<file path="src/rtl/sap1_pkg.sv">
// Shared constants for the SAP-1 execution core: opcodes, control-word bit
// positions, fixed control words and the one-hot T-state encoding.
package sap1_pkg;

  localparam int CW_W = 12;

  localparam logic [3:0] OP_LDA = 4'h0;
  localparam logic [3:0] OP_ADD = 4'h1;
  localparam logic [3:0] OP_SUB = 4'h2;
  localparam logic [3:0] OP_OUT = 4'hE;
  localparam logic [3:0] OP_HLT = 4'hF;

  // Bit positions inside {Cp,Ep,Lm,CE,Li,Ei,La,Ea,Su,Eu,Lb,Lo}; CE and Ei are active-low.
  localparam int CW_CP = 11;
  localparam int CW_EP = 10;
  localparam int CW_LM = 9;
  localparam int CW_CE = 8;
  localparam int CW_LI = 7;
  localparam int CW_EI = 6;
  localparam int CW_LA = 5;
  localparam int CW_EA = 4;
  localparam int CW_SU = 3;
  localparam int CW_EU = 2;
  localparam int CW_LB = 1;
  localparam int CW_LO = 0;

  localparam logic [CW_W-1:0] CW_IDLE     = 12'h140;
  localparam logic [CW_W-1:0] CW_FETCH_T1 = 12'h740;
  localparam logic [CW_W-1:0] CW_FETCH_T2 = 12'h940;
  localparam logic [CW_W-1:0] CW_FETCH_T3 = 12'h0C0;
  localparam logic [CW_W-1:0] CW_MAR_IR   = 12'h300;
  localparam logic [CW_W-1:0] CW_RAM_A    = 12'h060;
  localparam logic [CW_W-1:0] CW_RAM_B    = 12'h042;
  localparam logic [CW_W-1:0] CW_ADD_A    = 12'h164;
  localparam logic [CW_W-1:0] CW_SUB_A    = 12'h16C;
  localparam logic [CW_W-1:0] CW_A_OUT    = 12'h151;

  typedef enum logic [5:0] {
    T1 = 6'b000001,
    T2 = 6'b000010,
    T3 = 6'b000100,
    T4 = 6'b001000,
    T5 = 6'b010000,
    T6 = 6'b100000
  } t_state_e;

endpackage

</file>
<file path="src/rtl/sap1_alu.sv">
// Combinational adder/subtractor; result is forced to zero unless enabled
// so it can be OR-ed or muxed onto the shared bus without extra gating.
module sap1_alu #(
  parameter int W = 8
) (
  input  logic [W-1:0] a_i,
  input  logic [W-1:0] b_i,
  input  logic         su_i,
  input  logic         eu_i,
  output logic [W-1:0] result_o
);

  logic [W-1:0] sum;

  always_comb begin
    sum = su_i ? (a_i + ~b_i + {{(W-1){1'b0}}, 1'b1}) : (a_i + b_i);
    result_o = eu_i ? sum : '0;
  end

endmodule

</file>
<file path="src/rtl/sap1_exec_core.sv">
// SAP-1 execution core: T1..T6 ring counter, opcode decoder producing the
// control word, accumulator register and the ALU feeding the bus mux.
module sap1_exec_core
  import sap1_pkg::*;
#(
  parameter int DATA_W = 8
) (
  input  logic              clk,
  input  logic              rst,
  input  logic [3:0]        opcode,
  input  logic [DATA_W-1:0] bus_in,
  input  logic [DATA_W-1:0] b_in,
  output logic [CW_W-1:0]   con_word,
  output logic [DATA_W-1:0] acc_out,
  output logic [DATA_W-1:0] alu_out,
  output logic [5:0]        t_state,
  output logic              hlt
);

  t_state_e          t_q;
  logic [DATA_W-1:0] acc_q;
  logic [CW_W-1:0]   cw_d;
  logic              halt_d;

  assign halt_d = (t_q == T4) && (opcode == OP_HLT);

  // Ring counter; HLT freezes it in T4 until reset.
  always_ff @(posedge clk or posedge rst) begin
    if (rst) begin
      t_q <= T1;
    end else if (!halt_d) begin
      case (t_q)
        T1:      t_q <= T2;
        T2:      t_q <= T3;
        T3:      t_q <= T4;
        T4:      t_q <= T5;
        T5:      t_q <= T6;
        default: t_q <= T1;
      endcase
    end
  end

  always_comb begin
    cw_d = CW_IDLE;
    case (t_q)
      T1: cw_d = CW_FETCH_T1;
      T2: cw_d = CW_FETCH_T2;
      T3: cw_d = CW_FETCH_T3;
      T4: begin
        case (opcode)
          OP_LDA, OP_ADD, OP_SUB: cw_d = CW_MAR_IR;
          OP_OUT:                 cw_d = CW_A_OUT;
          default:                cw_d = CW_IDLE;
        endcase
      end
      T5: begin
        case (opcode)
          OP_LDA:         cw_d = CW_RAM_A;
          OP_ADD, OP_SUB: cw_d = CW_RAM_B;
          default:        cw_d = CW_IDLE;
        endcase
      end
      T6: begin
        case (opcode)
          OP_ADD:  cw_d = CW_ADD_A;
          OP_SUB:  cw_d = CW_SUB_A;
          default: cw_d = CW_IDLE;
        endcase
      end
      default: cw_d = CW_IDLE;
    endcase
  end

  always_ff @(posedge clk or posedge rst) begin
    if (rst) begin
      acc_q <= '0;
    end else if (cw_d[CW_LA]) begin
      acc_q <= bus_in;
    end
  end

  sap1_alu #(.W(DATA_W)) u_alu (
    .a_i      (acc_q),
    .b_i      (b_in),
    .su_i     (cw_d[CW_SU]),
    .eu_i     (cw_d[CW_EU]),
    .result_o (alu_out)
  );

  assign con_word = cw_d;
  assign acc_out  = acc_q;
  assign t_state  = t_q;
  assign hlt      = halt_d;

endmodule

</file>
<file path="config.mk">
export PLATFORM = sky130hd
export DESIGN_NAME = sap1_exec_core
export DESIGN_NICKNAME = d
export VERILOG_FILES = /design/src/rtl/sap1_pkg.sv /design/src/rtl/sap1_alu.sv /design/src/rtl/sap1_exec_core.sv
export SDC_FILE = /design/constraint.sdc
export NUM_CORES = 1
export LEC_CHECK = 0
export BUFFER_PORTS_ARGS = -buffer_cell sky130_fd_sc_hd__buf_2
export CORE_MARGIN = 2
export CORE_UTILIZATION = 35
export DETAILED_ROUTE_END_ITERATION = 6
export GPL_ROUTABILITY_DRIVEN = 0
export PLACE_DENSITY = 0.72
export SLEW_MARGIN = 20
export SYNTH_ARGS = -nofsm -noshare
export SYNTH_HDL_FRONTEND = slang
export SYNTH_SLANG_ARGS = --single-unit
</file>
<file path="constraint.sdc">
create_clock -name clk -period 2.8 [get_ports clk]
set_input_delay 0 -clock clk [delete_from_list [all_inputs] [get_ports clk]]
set_output_delay 0 -clock clk [all_outputs]
set_load 0.05 [all_outputs]
</file>
# [Yosys cells after proc, flatten, opt, wreduce, memory -nomap -nowiden]
# Index checks and enable logic that the tools add are counted.
[totals] input_bits=22 elab_cells=27 reg_bits=14 output_inout_bits=35
[op_classes] bitwise=1 n_eq_ne=10 n_addsub=3 n_reduce_logical=4 muxes=7
[op_table] cell="$pmux W12 S6" count=1
[op_table] cell="$pmux W6 S5" count=1
[op_table] cell="$pmux W10 S2" count=1
[op_table] cell="$pmux W9 S2" count=1
[op_table] cell="$add A8 B8 Y8" count=2
[op_table] cell="$mux W8" count=2
[op_table] cell="$pmux W6 S2" count=1
[op_table] cell="$add A8 B1 Y8 const B" count=1
[op_table] cell="$eq A4 B4 Y1 const B" count=2
[op_table] cell="$not A8 Y8" count=1
[op_table] cell="$eq A6 B1 Y1 const B" count=1
[op_table] cell="$eq A6 B2 Y1 const B" count=1
[op_table] cell="$eq A6 B3 Y1 const B" count=1
[op_table] cell="$eq A6 B4 Y1 const B" count=1
[op_table] cell="$eq A6 B5 Y1 const B" count=1
[op_table] cell="$eq A6 B6 Y1 const B" count=1
[op_table] cell="$eq A4 B1 Y1 const B" count=1
[op_table] cell="$eq A4 B2 Y1 const B" count=1
[op_table] cell="$logic_not A4 Y1" count=1
[op_table] cell="$reduce_or A3 Y1" count=1
[op_table] cell="$reduce_or A2 Y1" count=1
[op_table] cell="$logic_and A1 B1 Y1" count=1

# [Logic depth before layout (Yosys ltp)]
[depth] ltp_word=6 mapped_depth=10 mapped_depth_nobuf=10

# [By module]
# A second synthesis with hierarchy kept.
[hier_totals] hier_cells=150 hier_area_um2=1373.8
[modules_own_cells] module="sap1_alu" area_per_inst_um2=703.2 n_inst=1 seq_area_each_um2=0.0 cells_each=93
[modules_own_cells] module="sap1_exec_core" area_per_inst_um2=670.6 n_inst=1 seq_area_each_um2=351.6 cells_each=57

# [Worst setup path after synthesis]
# No wires, ideal clock.
[synth_timing] path_type="register to output" startpoint="register acc_q[0], in the netlist acc_out[0]" endpoint="output alu_out[6]" path_buffers=0 slack_ns=-0.051 t_arrival_ns=2.851 required_ns=2.800 path_stages_with_launch=9 cell_sequence="dfrtp_1 > ha_1 > fa_1 > nor3b_1 > or3_1 > a221oi_1 > mux2i_1 > xor2_1 > nor2_1"
[synth_between] elab_chain_cells=4 elab_cells_between_ends=5 classes_between="add/sub (3); mux (2)"
[synth_lines] element="from (decl)" line="sap1_exec_core.sv:21" source="logic [DATA_W-1:0] acc_q;"
[synth_lines] element="from (signal assigned)" line="sap1_exec_core.sv:78" source="acc_q <= bus_in;"
[synth_lines] element="$add A8 B8 Y8" line="sap1_alu.sv:16" source="sum = su_i ? (a_i + ~b_i + {{(W-1){1'b0}}, 1'b1}) : (a_i + b_i);"
[synth_lines] element="$add A8 B1 Y8" line="sap1_alu.sv:16"
[synth_lines] element="$mux W8 *" line="sap1_alu.sv:16"
[synth_lines] element="$mux W8 *" line="sap1_alu.sv:17" source="result_o = eu_i ? sum : '0;"
[synth_lines] element="to (decl)" line="sap1_exec_core.sv:15" source="output logic [DATA_W-1:0] alu_out,"
# Every way passes the cells marked *; elsewhere a longest branch is shown, timed or not.

# [Worst setup path in the final report]
# Same ends and word-level chain as after synthesis.

==> flow_summary.yaml <==
sta:
  worst_slack_ns: 0.156
  timing.final.crit_share: 0.944
  setup_tns_ns: 0
  whs_ns: 0.152
  fin_crit_ns: 2.64
  setup_violations: 0
  rsz0062_at_grt: "false"
  max_freq_ghz: 0.378
  maxSlewHeadroom: 0.622
  skew_ns: 0.00580
  slew_violations: 0
  hold_viol: 0
  worstMarginPinSlew_ns: 0.566
routing:
  route.met3.wl_um: 126
  drtIter0Drc: 41
  wl_per_cell_um: 12.0
  ant_nets: 0
  drt-total-wl_um: 3260
  dr.pass1.iters: 4
  vias: 1284
  met2_length_um: 1650
  via_per_inst: 4.74
  top_layer: "met4"
  remaining_drc_errors: 0
  wl_met1_um: 1470
pwr:
  powerDensity_nw_per_um2: 602
  p_sw_uw: 557
  p_int_uw: 586
  combPwrFrac: 0.551
  p_leak_nw: 1.05
  p_sw_frac: 0.487
  max-vdd-ir-drop_uv: 590
  p_clk_frac: 0.171
  seqPwrFrac: 0.277
final_layout:
  areaGrowthSynthToFinish_pct: 30.2
  drive_above_1_share: 0.362
  antenna_cells: 0
  postLayoutCoreUtil: 0.474
  final_nets: 260
min_path:
  hold_class: "primary input to register"
grt:
  grt_max_degree: 15
  grt_pass1_vias: 1158
  overflow: 0
  track_usage: 0.142
  grt_first_pass_wirelength_um: 5080
  antenna_found_initial: 0
clock_network:
  path_clk_slew_ns: 0.06
  cts_resized: 0
  cts_max_level: 1
  cts_buffers: 3
  cts.sinks: 14
  tritoncts: "yes"
  root_buffer: "clkbuf_8"
  ctsLongestPathBuffers: 2
  clk_latency_ns: 0.24
setup_path:
  worst_ep_required_time_ns: 2.80
  cp-endpoint: "alu_out[6]"
  crit_type: "register to primary output"
  r2r-end: "acc_out[0]"
  cp-start-kind: "register"
  rr_startpoint: "t_state[1]"
  end_kind: "primary output"
  setup.worst_path.start: "acc_out[0]"
  crit_fanout: 4
  ff2ff_path_depth: 6
  regToRegSetupSlack_ns: 0.56
  cp.arrival_ns: 2.64
place:
  post-place-ws_ns: 0.383
  numPortBuffers: 56
  dpl.hpwl_um: 2610
flow_run:
  cap_violations: 0
synth:
  yosys.area.top_type_share: 0.223
  async_reset_ff_frac: 1.00
  yosys_warnings: 0
  syn-mean-instance-area_sq_um: 9.10
  synth_edf_count: 0
  syn-instance-count: 160
  synth.area.top_cells: "dfrtp_1 22%, ha_1 12%, mux2_4 8.2%"
  yosysTopAreaCell: "dfrtp_1"
  syn_nets: 198
  post-synth-top-count-cell: "nor2_1"
  synth_seq_area_share: 0.241
  yosys-top-cells-count: "17 x nor2_1, 15 x inv_1, 14 x ha_1, 13 x dfrtp_1, 8 x mux2_4"
  ys_dominant_reg_cell: "dfrtp_1"
  ys_ff_latch: 14
  synthDistinctLibCells: 43
  syn_area_sq_um: 1460
status:
  status: "completed"
die:
  die_x_um: 68.5
  die_y_um: 68.5
  core_area_sq_um: 4000
  ioPinCount: 57
  die-area_sq_um: 4690
  rows: 23
  initial_core_util: 0.364
[cells by family after synthesis]
logic type,share of synthesized area
xor gates and xnor gates,0.0541
DFF,0.241
buffers and inverters,0.0782
muxes,0.117
AOI/OAI and AO/OA,0.109
and+or+nand+nor,0.253
adders and majority gates,0.148
[layer usage]
metal,track usage,up-vias
li1,-,673
met1,0.182,575
met2,0.249,34
met3,0.0162,2
met4,0.0450,0
met5,0,-
[worst max-delay path, cell delays in order (launching register included)]
cell      delay, ns
dfrtp_1        0.41
ha_1           0.22
fa_1           0.38
nor3b_1        0.15
or3_1          0.37
a221oi_1       0.25
mux2i_1        0.12
xor2_1         0.16
nor2_2         0.07
buf_2          0.27
[worst min path at each step]
stage,depth (start not counted),from,endpoint
after floorplan,1,rst,acc_out[0]
after detailed placement,2,rst,acc_out[2]
after global routing,4,opcode[0],t_state[4]
after CTS,4,opcode[0],t_state[4]
after global placement,2,rst,acc_out[3]
final,4,opcode[0],t_state[4]
[state kept, by name, summed over array words and instances (netlist names)]
name and count:
acc_out 8, t_state 6
[cell type report]
cell class	instances	area (sq um)
repair buffers	66	378
flip-flops and latches	14	352
multi-input cells	122	993
clock buffers	4	55.1
inverters	15	56.3
fillers	386	2100
well taps	50	62.6
[power by group through the flow]
stage | Combinational [mW] | Clock, mW | Sequential [mW]
after floorplan | 0.406 | 0 | 0.408
after detailed placement | 0.623 | 0 | 0.321
after global placement | 0.617 | 0 | 0.318
final | 0.630 | 0.195 | 0.317
after CTS | 0.634 | 0.202 | 0.318
after global routing | 0.672 | 0.214 | 0.327
[per-stage QoR]
stage / cell area [sq um] / power, mW / std cells
3_3_place_gp: 1750 / 0.935 / 258
2_1_floorplan: 1460 / 0.815 / 160
4_1_cts: 1900 / 1.15 / 271
6_report: 1900 / 1.14 / 271
5_1_grt: 1900 / 1.21 / 271
3_5_place_dp: 1750 / 0.944 / 258
[layout by cell type, fill, tap and decap left out, types with 3 or more instances in the layout]
master,n
buf_2,56
nor2_1,16
inv_1,15
ha_1,14
dfrtp_1,13
dlygate4sd3_1,9
mux2_4,8
o21ai_0,7
a21oi_1,6
nand2_1,6
xnor2_1,6
mux2i_1,5
nor3b_1,5
nand3b_1,4
nor2b_1,4
clkbuf_8,4
nand4_1,3
nor3_1,3
xor2_1,3
nand3_1,3
[repair_timing]
| item | CTS | global route |
|---|---|---|
| hold buffers | 9 | 0 |
| setup buffers | 0 | 0 |
| hold endpoints to repair | 21 | 0 |
No activity file was read; power rests on OpenSTA's default activity.
